$ cat src/rtl/ethernet_pkg.sv
// Shared constants, receive FSM states and the reflected CRC-32 step used by the MII UDP receiver.
package ethernet_pkg;

  localparam logic [3:0]  ETH_PRE_NIBBLE    = 4'h5;
  localparam logic [3:0]  ETH_SFD_NIBBLE    = 4'hD;
  localparam logic [15:0] ETH_TYPE_IPV4     = 16'h0800;
  localparam logic [7:0]  IP_VER_IHL        = 8'h45;
  localparam logic [7:0]  IP_PROTO_UDP      = 8'h11;
  localparam int unsigned UDP_HDR_BYTES     = 8;
  localparam int unsigned HDR_BYTES         = 42;
  localparam logic [31:0] CRC32_POLY        = 32'hEDB88320;
  localparam logic [31:0] CRC32_RESIDUE     = 32'hDEBB20E3;
  localparam logic [47:0] ETH_BROADCAST_MAC = 48'hFFFF_FFFF_FFFF;

  typedef enum logic [2:0] {
    WAIT_IDLE,
    IDLE,
    PREAMBLE,
    HEADER,
    PAYLOAD,
    TRAILER,
    DROP
  } rx_state_t;

  // One byte of the LSB-first CRC-32, no final inversion.
  function automatic logic [31:0] crc32_byte(input logic [31:0] crc, input logic [7:0] data);
    logic [31:0] c;
    c = crc ^ {24'h0, data};
    for (int i = 0; i < 8; i++) begin
      c = c[0] ? ((c >> 1) ^ CRC32_POLY) : (c >> 1);
    end
    return c;
  endfunction

endpackage

$ cat src/rtl/mii_rx_sampler.sv
// Synchronises the MII rx pins into clk, detects rx_clk rising edges (ticks) and assembles bytes.
module mii_rx_sampler
  import ethernet_pkg::*;
(
  input  logic       clk,
  input  logic       reset,
  input  logic       rx_clk,
  input  logic       rx_dv,
  input  logic       rx_er,
  input  logic [3:0] rx_d,
  input  logic       hunt,
  output logic       tick,
  output logic       dv,
  output logic [3:0] nibble,
  output logic [7:0] data_byte,
  output logic       byte_valid,
  output logic       frame_start,
  output logic       frame_end,
  output logic       rx_err,
  output logic       odd_nibble
);

  logic [6:0] sync1, sync2;
  logic       clk_prev;
  logic [3:0] low_nib;
  logic       s_clk, s_dv, s_er, tick_c;
  logic [3:0] s_d;

  assign {s_clk, s_dv, s_er, s_d} = sync2;
  assign tick_c = s_clk & ~clk_prev;

  always_ff @(posedge clk or posedge reset) begin
    if (reset) begin
      sync1    <= '0;
      sync2    <= '0;
      clk_prev <= 1'b0;
    end else begin
      sync1    <= {rx_clk, rx_dv, rx_er, rx_d};
      sync2    <= sync1;
      clk_prev <= s_clk;
    end
  end

  // Nibble pairing restarts whenever the receiver is not inside a frame body.
  always_ff @(posedge clk or posedge reset) begin
    if (reset) begin
      tick        <= 1'b0;
      dv          <= 1'b0;
      nibble      <= '0;
      data_byte   <= '0;
      byte_valid  <= 1'b0;
      frame_start <= 1'b0;
      frame_end   <= 1'b0;
      rx_err      <= 1'b0;
      odd_nibble  <= 1'b0;
      low_nib     <= '0;
    end else begin
      tick        <= tick_c;
      dv          <= s_dv;
      nibble      <= s_d;
      frame_start <= tick_c & s_dv & (s_d == ETH_SFD_NIBBLE);
      frame_end   <= tick_c & ~s_dv;
      rx_err      <= tick_c & s_er;
      byte_valid  <= 1'b0;
      if (hunt) begin
        odd_nibble <= 1'b0;
      end else if (tick_c && s_dv) begin
        if (odd_nibble) begin
          data_byte  <= {s_d, low_nib};
          byte_valid <= 1'b1;
          odd_nibble <= 1'b0;
        end else begin
          low_nib    <= s_d;
          odd_nibble <= 1'b1;
        end
      end
    end
  end

endmodule

$ cat src/rtl/ethernet_udp_receive.sv
// MII Ethernet/IPv4/UDP receiver delivering a fixed-size payload with a one-clk valid pulse.
// Define ETH_UDP_RX_FCS_CHECK_EN to verify the Ethernet FCS before accepting a frame.
module ethernet_udp_receive
  import ethernet_pkg::*;
#(
  parameter int unsigned DATA_BYTES        = 16,
  parameter int unsigned MIN_CLK_PER_RXCLK = 4
) (
  input  logic                    clk,
  input  logic                    reset,
  input  logic                    eth_rx_clk,
  input  logic                    eth_rx_dv,
  input  logic                    eth_rx_er,
  input  logic [3:0]              eth_rx_d,
  input  logic [47:0]             local_mac,
  input  logic [31:0]             local_ip,
  input  logic [15:0]             local_port,
  output logic [8*DATA_BYTES-1:0] data,
  output logic [47:0]             src_mac,
  output logic [31:0]             src_ip,
  output logic [15:0]             src_port,
  output logic                    valid,
  output logic [15:0]             drop_count
);

  localparam int unsigned IDX_W    = (DATA_BYTES > 1) ? $clog2(DATA_BYTES) : 1;
  localparam logic [15:0] UDP_LEN  = 16'(UDP_HDR_BYTES + DATA_BYTES);
  localparam logic [7:0]  LAST_HDR = 8'(HDR_BYTES - 1);
  localparam logic [7:0]  LAST_PAY = 8'(DATA_BYTES - 1);

  if (MIN_CLK_PER_RXCLK < 4) begin : g_bad_ratio
    $error("ethernet_udp_receive needs at least 4 clk cycles per eth_rx_clk period");
  end
  if (DATA_BYTES < 1 || DATA_BYTES > 256) begin : g_bad_size
    $error("ethernet_udp_receive supports 1 to 256 payload bytes");
  end

  rx_state_t  state, state_n;
  logic       tick, dv, byte_valid, frame_start, frame_end, rx_err, odd_nibble, hunt;
  logic [3:0] nibble;
  logic [7:0] data_byte;

  logic [7:0]  cnt;
  logic [2:0]  trail_cnt;
  logic        lmac_ok, bmac_ok;
  logic [47:0] mac_sh;
  logic [31:0] ip_sh;
  logic [15:0] port_sh;
  logic [7:0]  shadow [DATA_BYTES];

  logic [7:0] exp_c;
  logic       mac_c, chk_c, l_ok_c, b_ok_c, hdr_ok_c, crc_bad_c;
  logic       cnt_clr_c, cnt_inc_c, drop_c, accept_c;

  assign hunt = !(state == HEADER || state == PAYLOAD || state == TRAILER);

  mii_rx_sampler u_sampler (
    .clk         (clk),
    .reset       (reset),
    .rx_clk      (eth_rx_clk),
    .rx_dv       (eth_rx_dv),
    .rx_er       (eth_rx_er),
    .rx_d        (eth_rx_d),
    .hunt        (hunt),
    .tick        (tick),
    .dv          (dv),
    .nibble      (nibble),
    .data_byte   (data_byte),
    .byte_valid  (byte_valid),
    .frame_start (frame_start),
    .frame_end   (frame_end),
    .rx_err      (rx_err),
    .odd_nibble  (odd_nibble)
  );

  // Expected value for each checked header byte; MAC accepts either local or broadcast.
  always_comb begin
    exp_c = 8'h00;
    mac_c = 1'b0;
    chk_c = 1'b0;
    case (cnt)
      8'd0:  begin exp_c = local_mac[47:40]; mac_c = 1'b1; end
      8'd1:  begin exp_c = local_mac[39:32]; mac_c = 1'b1; end
      8'd2:  begin exp_c = local_mac[31:24]; mac_c = 1'b1; end
      8'd3:  begin exp_c = local_mac[23:16]; mac_c = 1'b1; end
      8'd4:  begin exp_c = local_mac[15:8];  mac_c = 1'b1; end
      8'd5:  begin exp_c = local_mac[7:0];   mac_c = 1'b1; end
      8'd12: begin exp_c = ETH_TYPE_IPV4[15:8]; chk_c = 1'b1; end
      8'd13: begin exp_c = ETH_TYPE_IPV4[7:0];  chk_c = 1'b1; end
      8'd14: begin exp_c = IP_VER_IHL;          chk_c = 1'b1; end
      8'd23: begin exp_c = IP_PROTO_UDP;        chk_c = 1'b1; end
      8'd30: begin exp_c = local_ip[31:24];     chk_c = 1'b1; end
      8'd31: begin exp_c = local_ip[23:16];     chk_c = 1'b1; end
      8'd32: begin exp_c = local_ip[15:8];      chk_c = 1'b1; end
      8'd33: begin exp_c = local_ip[7:0];       chk_c = 1'b1; end
      8'd36: begin exp_c = local_port[15:8];    chk_c = 1'b1; end
      8'd37: begin exp_c = local_port[7:0];     chk_c = 1'b1; end
      8'd38: begin exp_c = UDP_LEN[15:8];       chk_c = 1'b1; end
      8'd39: begin exp_c = UDP_LEN[7:0];        chk_c = 1'b1; end
      default: ;
    endcase
    l_ok_c   = lmac_ok & (data_byte == exp_c);
    b_ok_c   = bmac_ok & (data_byte == ETH_BROADCAST_MAC[7:0]);
    hdr_ok_c = mac_c ? (l_ok_c | b_ok_c) : (!chk_c || (data_byte == exp_c));
  end

  always_ff @(posedge clk or posedge reset) begin
    if (reset) state <= WAIT_IDLE;
    else       state <= state_n;
  end

  always_comb begin
    state_n   = state;
    cnt_clr_c = 1'b0;
    cnt_inc_c = 1'b0;
    drop_c    = 1'b0;
    accept_c  = 1'b0;
    if (tick) begin
      case (state)
        WAIT_IDLE: if (!dv) state_n = IDLE;
        IDLE:      if (dv) state_n = (nibble == ETH_PRE_NIBBLE) ? PREAMBLE : DROP;
        PREAMBLE: begin
          if (rx_err)                        state_n = DROP;
          else if (!dv)                      state_n = IDLE;
          else if (frame_start)              begin state_n = HEADER; cnt_clr_c = 1'b1; end
          else if (nibble != ETH_PRE_NIBBLE) state_n = DROP;
        end
        HEADER: begin
          if (rx_err)         begin state_n = DROP; drop_c = 1'b1; end
          else if (frame_end) begin state_n = IDLE; drop_c = 1'b1; end
          else if (byte_valid) begin
            if (!hdr_ok_c)             begin state_n = DROP; drop_c = 1'b1; end
            else if (cnt == LAST_HDR)  begin state_n = PAYLOAD; cnt_clr_c = 1'b1; end
            else                       cnt_inc_c = 1'b1;
          end
        end
        PAYLOAD: begin
          if (rx_err)         begin state_n = DROP; drop_c = 1'b1; end
          else if (frame_end) begin state_n = IDLE; drop_c = 1'b1; end
          else if (byte_valid) begin
            if (cnt == LAST_PAY) state_n = TRAILER;
            else                 cnt_inc_c = 1'b1;
          end
        end
        TRAILER: begin
          if (rx_err) begin
            state_n = DROP;
            drop_c  = 1'b1;
          end else if (frame_end) begin
            state_n = IDLE;
            if (odd_nibble || trail_cnt < 3'd4 || crc_bad_c) drop_c   = 1'b1;
            else                                             accept_c = 1'b1;
          end
        end
        DROP:    if (!dv) state_n = IDLE;
        default: state_n = WAIT_IDLE;
      endcase
    end
  end

  // Header bookkeeping: byte counter, MAC match flags and captured sender fields.
  always_ff @(posedge clk or posedge reset) begin
    if (reset) begin
      cnt       <= '0;
      trail_cnt <= '0;
      lmac_ok   <= 1'b0;
      bmac_ok   <= 1'b0;
      mac_sh    <= '0;
      ip_sh     <= '0;
      port_sh   <= '0;
    end else begin
      if (cnt_clr_c)      cnt <= '0;
      else if (cnt_inc_c) cnt <= cnt + 8'd1;
      if (cnt_clr_c) begin
        lmac_ok <= 1'b1;
        bmac_ok <= 1'b1;
      end else if (byte_valid && state == HEADER) begin
        if (cnt < 8'd6) begin
          lmac_ok <= l_ok_c;
          bmac_ok <= b_ok_c;
        end
        if (cnt >= 8'd6 && cnt <= 8'd11)   mac_sh  <= {mac_sh[39:0], data_byte};
        if (cnt >= 8'd26 && cnt <= 8'd29)  ip_sh   <= {ip_sh[23:0], data_byte};
        if (cnt >= 8'd34 && cnt <= 8'd35)  port_sh <= {port_sh[7:0], data_byte};
      end
      if (state != TRAILER)                           trail_cnt <= '0;
      else if (byte_valid && trail_cnt != 3'd4)       trail_cnt <= trail_cnt + 3'd1;
    end
  end

  always_ff @(posedge clk or posedge reset) begin
    if (reset) begin
      for (int i = 0; i < DATA_BYTES; i++) shadow[i] <= '0;
    end else if (byte_valid && state == PAYLOAD) begin
      shadow[IDX_W'(cnt)] <= data_byte;
    end
  end

`ifdef ETH_UDP_RX_FCS_CHECK_EN
  logic [31:0] crc;

  // Runs from the first destination MAC byte through the FCS; good frames leave the residue.
  always_ff @(posedge clk or posedge reset) begin
    if (reset)                                   crc <= '1;
    else if (state == PREAMBLE && cnt_clr_c)     crc <= '1;
    else if (byte_valid && !hunt)                crc <= crc32_byte(crc, data_byte);
  end

  assign crc_bad_c = (crc != CRC32_RESIDUE);
`else
  assign crc_bad_c = 1'b0;
`endif

  always_ff @(posedge clk or posedge reset) begin
    if (reset) begin
      data       <= '0;
      src_mac    <= '0;
      src_ip     <= '0;
      src_port   <= '0;
      valid      <= 1'b0;
      drop_count <= '0;
    end else begin
      valid <= accept_c;
      if (accept_c) begin
        for (int i = 0; i < DATA_BYTES; i++) data[8*i +: 8] <= shadow[i];
        src_mac  <= mac_sh;
        src_ip   <= ip_sh;
        src_port <= port_sh;
      end
      if (drop_c && drop_count != 16'hFFFF) drop_count <= drop_count + 16'd1;
    end
  end

endmodule
$ cat config.mk
export PLATFORM = sky130hd
export DESIGN_NAME = ethernet_udp_receive
export DESIGN_NICKNAME = d
export VERILOG_FILES = /design/src/rtl/ethernet_pkg.sv /design/src/rtl/mii_rx_sampler.sv /design/src/rtl/ethernet_udp_receive.sv
export SDC_FILE = /design/constraint.sdc
export NUM_CORES = 1
export LEC_CHECK = 0
export BUFFER_PORTS_ARGS = -buffer_cell sky130_fd_sc_hd__buf_4
export CAP_MARGIN = 20
export CORE_MARGIN = 2
export CORE_UTILIZATION = 30
export DETAILED_ROUTE_END_ITERATION = 8
export PLACE_DENSITY = 0.47
export SLEW_MARGIN = 40
export SYNTH_ARGS = -nofsm -noshare
export SYNTH_HDL_FRONTEND = slang
export SYNTH_SLANG_ARGS = --single-unit
export TNS_END_PERCENT = 5
$ cat constraint.sdc
create_clock -name clk -period 33.7 [get_ports clk]
set_clock_uncertainty 0.2 [all_clocks]
set_input_delay 1.685 -clock clk [delete_from_list [all_inputs] [get_ports clk]]
set_output_delay 1.685 -clock clk [all_outputs]
set_load 0.01 [all_outputs]
==> metrics, run 1 <==
status=finished, final reports clean; wire length of the first global-routing pass=91,600 um; TritonRoute pass-1 iters=5; total I/O pin count=346; area of the mapped netlist=0.0212 mm2; worst min path class=register to register; worst path required time=34.00 ns; Initial Util=0.303; cell taking the most area after synthesis=dfrtp_1; Clock Latency Late Sink=0.63 ns; Internal Pwr Total=1040 uW; unrepaired setup endpoints after global routing=no; Mapped Cells=1,501; total core area=0.0700 mm2; Netlist cell types=76; Psw=370 uW; CTS tree=built; dpl hpwl=40,100 um; syn_area_per_cell=14.1 um2; Final Cycle Share=0.144; peak fanout along the critical path=75; fill count=6,808; min cycle time layout=4.85 ns; post-synthesis mux area share=0.246; clock share of power=0.437; Post-synth ARST share=1.00; sum of negative setup slack=0 ns; TritonCTS Buffers=57; Area Growth Syn to Fin=26.0%; critical path class=register to register; 1st-iter DRT viols=960; clk slew on worst S/H paths=0.06 ns; P_leak=0.0134 uW; area share of fa/ha/maj cells after synthesis=0.00531; Die Ht=270 um; RePlAce Congestion=0.794; initial antenna violation count=3; Clock Path Buffers=3; CP startpoint kind=register; clock root buffer=clkbuf_16; setup repair bufs after CTS=0; Reg area=0.0130 mm2; post-CTS resize count=0; Ant. Diodes=0; DR WL/cell=21.3 um; Port Buffer Count=345; Synth top area share=0.612; vias in the first global route=14.2k; Mapped Nets=1,615; PwrDens=52.7 mW/mm2; final std cells w/o fill=2,820; post-route design area=0.0267 mm2; Seq cells post-synth=519; clk sinks=519; DRC viols=0; Global Route Usage Sum=0.164; grt total ovfl=0; post-synthesis simple-gate area fraction=0.0582; H-tree depth=2; ys flop type=dfrtp_1; Worst Tran Pin Value=0.838 ns; post-synthesis compound-gate area fraction=0.0495; share of cells above drive strength 1=0.494; Logic pwr share=0.082; Routed Wire Length=60,000 um; Post-synth EDFFs=0; peak supply drop=39.5 uV; cts-stage hold buffer count=0; CP arrival=5.15 ns; DR vias=13.5k; kind of end point of the critical path=register; Total Nets Final=1,948; Post-DRT Antenna Nets=0; Die W=270 um; Ys Warns=0; Post-DP Area=0.0248 mm2; Fmax=206 MHz; register area share after synthesis=0.612; largest family of logic cells by synthesized area=multiplexers; Row Count=97; sequential power share=0.481; Placed Cells=2,714; die area=0.0729 mm2; Slew Limit Headroom=0.441; post-synthesis xor/xnor area fraction=0.00743; max-cap viol count=0; Total Power=1410 uW; fin. max-slew vios=0; Net Sw Frac=0.262; largest net degree at the start of global routing=145; area of the multi-input gates=0.00781 mm2; Via density=4.77; Fin. Hold Viols=0; Synth area leaders=dfrtp_1 61%, mux2_2 24%, nand2_1 1.6%; Final Setup Violations=0
[state kept, by name, summed over array words and instances (netlist names), 3 cells and up]
| signal | flops |
|---|---|
| u_sampler.sync1 | 7 |
| drop_count | 16 |
| u_sampler.nibble | 4 |
| src_ip | 32 |
| shadow | 128 |
| ip_sh | 32 |
| state | 3 |
| trail_cnt | 3 |
| src_port | 16 |
| data | 128 |
| u_sampler.sync2 | 7 |
| u_sampler.low_nib | 4 |
| mac_sh | 48 |
| src_mac | 48 |
| port_sh | 16 |
| u_sampler.data_byte | 8 |
| cnt | 8 |
[cells by family after synthesis]
kind of cell | Yosys count
flip-flops | 519
multiplexers | 465
AND/OR/NAND/NOR | 231
AO/OA/AOI/OAI | 150
buffers and inverters | 109
XOR/XNOR | 18
adder cells (fa/ha/maj) | 9
[power groups by stage]
stage,Sequential [uW],Clock [uW],Combinational (uW)
final,677,616,116
after global routing,681,667,130
after CTS,679,638,117
after detailed placement,690,0,116
after global placement,688,0,113
after floorplan,659,0,81.6
[final timing paths]
kind / from / to / slack, ns / cells after the start
setup / recovery: state[0] / src_ip[17] / 28.85 / 7
setup reg to reg: state[0] / src_ip[17] / 28.85 / 7
hold reg to reg: u_sampler.sync1[6] / u_sampler.sync2[6] / 0.15 / 0
hold / removal: u_sampler.sync1[6] / u_sampler.sync2[6] / 0.15 / 0
min in group asynchronous: reset / src_port[9] / 0.92 / 2
max in group asynchronous: reset / drop_count[4] / 29.70 / 6
[synth_stat cells (all sizes together) (3+ instances only)]
cell type / count
or2: 4
nand4: 4
nand3b: 5
nor2b: 8
a22oi: 24
and4: 7
a221oi: 5
nor4: 5
nand3: 22
mux2: 454
a21oi: 37
o32ai: 3
nand2b: 10
inv: 20
nand4b: 3
clkbuf: 49
ha: 9
o21ai: 16
buf: 39
and3: 8
nor3: 18
xor2: 16
nand2: 88
and2: 8
a31oi: 3
nor2: 27
dfrtp: 519
a211oi: 15
o22ai: 9
mux2i: 11
a2111oi: 4
o211ai: 5
a22o: 5
[layout make-up]
type	count	area share
well taps	940	0.0440
multi-input cells	873	0.292
flip-flops and latches	519	0.486
clock inverters	18	0.00833
clock buffers	87	0.0620
repair buffers	362	0.104
inverters	21	0.00342
[per-layer routing]
| metal | share of wire | GRT usage |
|---|---|---|
| met4 | 0.021 | 0.0436 |
| met3 | 0.077 | 0.0495 |
| met5 | 0.00068 | 0 |
| met1 | 0.46 | 0.228 |
| met2 | 0.44 | 0.248 |
[worst max-delay path, cell delays in order (launching register included)]
cell and delay [ns]:
dfrtp_1 0.64, nand3_1 0.26, or3b_2 0.58, nor2_4 0.50, buf_6 0.57, buf_6 0.66
buf_4 0.73, mux2_2 0.41
[cell usage in the layout, fill, tap and decap left out, drive strengths merged, types with 4 or more instances in the layout]
master | Yosys | routed
nand3b | 5 | 5
o21ai | 16 | 16
clkbuf | 49 | 87
nor2b | 8 | 8
nor3 | 18 | 18
clkinvlp | 0 | 4
nand2 | 88 | 88
a22o | 5 | 5
a221oi | 5 | 5
nor2 | 27 | 27
nand4 | 4 | 4
a211oi | 15 | 15
and4 | 7 | 7
xor2 | 16 | 16
a22oi | 24 | 24
nand3 | 22 | 22
clkinv | 1 | 11
and2 | 8 | 8
inv | 20 | 22
a21oi | 37 | 37
mux2 | 454 | 454
nor4 | 5 | 5
or2 | 4 | 4
o22ai | 9 | 9
o211ai | 5 | 5
and3 | 8 | 8
buf | 39 | 362
mux2i | 11 | 11
ha | 9 | 9
nand2b | 10 | 10
dfrtp | 519 | 519
a2111oi | 4 | 4
[stage by stage]
stage                util  setup slack, ns  hold WS (ns)
global route        0.382            28.53         0.153
CTS                 0.381            28.64         0.149
detailed placement  0.354            28.65         0.136
finish              0.382            28.85         0.148
global placement    0.354            28.03         0.135
floorplan               -            17.32         0.131
No activity file was read; power rests on OpenSTA's default activity.
==> run 2: changes to the inputs <==
--- a/config.mk
+++ b/config.mk
@@ -10,7 +10,7 @@
 export CORE_MARGIN = 2
 export CORE_UTILIZATION = 30
 export DETAILED_ROUTE_END_ITERATION = 8
-export PLACE_DENSITY = 0.47
+export PLACE_DENSITY = 0.48
 export SLEW_MARGIN = 40
 export SYNTH_ARGS = -nofsm -noshare
 export SYNTH_HDL_FRONTEND = slang
==> constraint.sdc (replaced) <==
create_clock -name clk -period 4.03 [get_ports clk]
set_clock_uncertainty 0.2 [all_clocks]
set_input_delay 0.2015 -clock clk [delete_from_list [all_inputs] [get_ports clk]]
set_output_delay 0.2015 -clock clk [all_outputs]
set_load 0.01 [all_outputs]
==> metrics, run 2 (synthesis results as in run 1) <==
Global Route Usage Sum=0.169 (was 0.164); clk sinks=519 (unchanged); DRC viols=0 (unchanged); critical path class=register to register (unchanged); setup repair bufs after CTS=0 (unchanged); worst min path class=primary input to register (was register to register); DR vias=13.9k (was 13.5k); DR top layer=met5 (unchanged); total core area=0.0700 mm2 (unchanged); min cycle time layout=3.78 ns (was 4.85 ns); Port Buffer Count=345 (unchanged); r2r worst-path depth=13 (was 7); Total Nets Final=1,987 (was 1,948); Post-DRT Antenna Nets=0 (unchanged); Row Count=97 (unchanged); r2r setup slk=0.25 ns (was 28.85 ns); Initial Util=0.303 (unchanged); Worst Tran Pin Value=0.745 ns (was 0.838 ns); clock root buffer=clkbuf_16 (unchanged); TritonRoute pass-1 iters=5 (unchanged); vias in the first global route=14.4k (was 14.2k); Hold WS=0.0534 ns (was 0.148 ns); share of cells above drive strength 1=0.501 (was 0.494); Final Cycle Share=0.939 (was 0.144); largest net degree at the start of global routing=110 (was 145); routed length on met2=27,600 um (was 26,500 um); P_leak=0.0136 uW (was 0.0134 uW); Die Ht=270 um (unchanged); WL met3=4540 um (was 4620 um); Post-Route M1 WL=28,900 um (was 27,600 um); Die W=270 um (unchanged); CTS tree=built (unchanged); status=finished, final reports clean (unchanged); 1st-iter DRT viols=863 (was 960); FF-to-FF End=drop_count[4] (was src_ip[17]); sum of negative setup slack=0 ns (unchanged); Final Setup Violations=0 (unchanged); most common cell after layout, fill and taps aside=dfrtp_1 (unchanged); max-cap viol count=0 (unchanged); peak fanout along the critical path=16 (was 75); Slew Limit Headroom=0.500 (was 0.441); Fmax=264 MHz (was 206 MHz); Critical Path Sink=drop_count[4] (was src_ip[17]); Top Registers=data (128), shadow (128) (unchanged); final std cells w/o fill=2,863 (was 2,820); wire length of the first global-routing pass=94,200 um (was 91,600 um); RePlAce Congestion=0.861 (was 0.794); Area Growth Syn to Fin=28.0% (was 26.0%); peak supply drop=321 uV (was 39.5 uV); grt total ovfl=0 (unchanged); PwrDens=438 mW/mm2 (was 52.7 mW/mm2); unrepaired setup endpoints after global routing=no (unchanged); TritonCTS Buffers=57 (unchanged); Clock Path Buffers=3 (unchanged); initial antenna violation count=5 (was 3); commonest non-fill, non-tap cells in the layout=513 x dfrtp_1, 447 x mux2_2, 378 x buf_4 (was 511 x dfrtp_1, 447 x mux2_2, 354 x buf_4); Placed Cells=2,744 (was 2,714); Via density=4.86 (was 4.77); total I/O pin count=346 (unchanged); Fin. Hold Viols=0 (unchanged); clk slew on worst S/H paths=0.06 ns (about the same); DR WL/cell=21.7 um (was 21.3 um); R2R Path Start=cnt[0] (was state[0]); pre-CTS worst setup slack=0.232 ns (was 28.65 ns); kind of end point of the critical path=register (unchanged); PnR worst setup slack=0.246 ns (was 28.85 ns); Routed Wire Length=62,200 um (was 60,000 um); Clock Latency Late Sink=0.61 ns (was 0.63 ns); worst path required time=4.37 ns (was 34.00 ns); dpl hpwl=43,200 um (was 40,100 um); CP arrival=4.12 ns (was 5.15 ns); CP startpoint kind=register (unchanged); H-tree depth=2 (unchanged); die area=0.0729 mm2 (unchanged); fin. max-slew vios=0 (unchanged); critical path startpoint=cnt[0] (was state[0])
## run 2: per-layer routing
layer / vias up / track usage
li1: 6165 / -
met1: 7210 / 0.242
met2: 433 / 0.257
met3: 91 / 0.0445
met4: 4 / 0.0365
met5: - / 0
## run 2: worst min path at each step
stage	from	to	depth (start not counted)
3_3_place_gp	eth_rx_d[2]	u_sampler.sync1[2]	1
5_1_grt	eth_rx_dv	u_sampler.sync1[5]	2
3_5_place_dp	reset	port_sh[0]	2
4_1_cts	eth_rx_clk	u_sampler.sync1[6]	2
6_report	eth_rx_clk	u_sampler.sync1[6]	2
2_1_floorplan	eth_rx_d[0]	u_sampler.sync1[0]	0
## run 2: repair_timing
action,4_1_cts,5_1_grt
hold buffers,9,0
hold endpoints to repair,298,0
setup endpoints to repair,0,19
gates resized for setup,0,3
## run 2: worst max-delay path, stage by stage (launching register included)
cell      delay, ns
dfrtp_1        0.45
inv_1          0.16
ha_1           0.49
buf_12         0.22
a22oi_1        0.09
a211oi_1       0.33
o21ai_0        0.13
a211oi_1       0.32
nor4_2         0.11
nand4b_2       0.25
nand3_2        0.17
buf_4          0.23
a211oi_1       0.35
xor2_1         0.17
## run 2: stage by stage
stage           util  instance area (um2)  total power [uW]
2_1_floorplan      -                21200              6200
3_3_place_gp   0.359                25100              6750
3_5_place_dp   0.359                25100              6770
4_1_cts        0.388                27100             12100
5_1_grt        0.388                27200             12500
6_report       0.388                27200             11900
## run 2: final cells by class
class                   count  area, um2
flip-flops and latches    519      13000
multi-input cells         874       7810
fillers                  6747      42900
clock buffers              84       1660
inverters                  21       82.6
diodes                      3       7.51
clock inverters            22        256
repair buffers            400       3180
well taps                 940       1180
## run 2: power breakdown
group          total (uW)  switching, uW  internal, uW
Clock                5230           2180          3060
Sequential           5580            258          5320
Combinational        1100            675           422
Total               11900           3110          8800
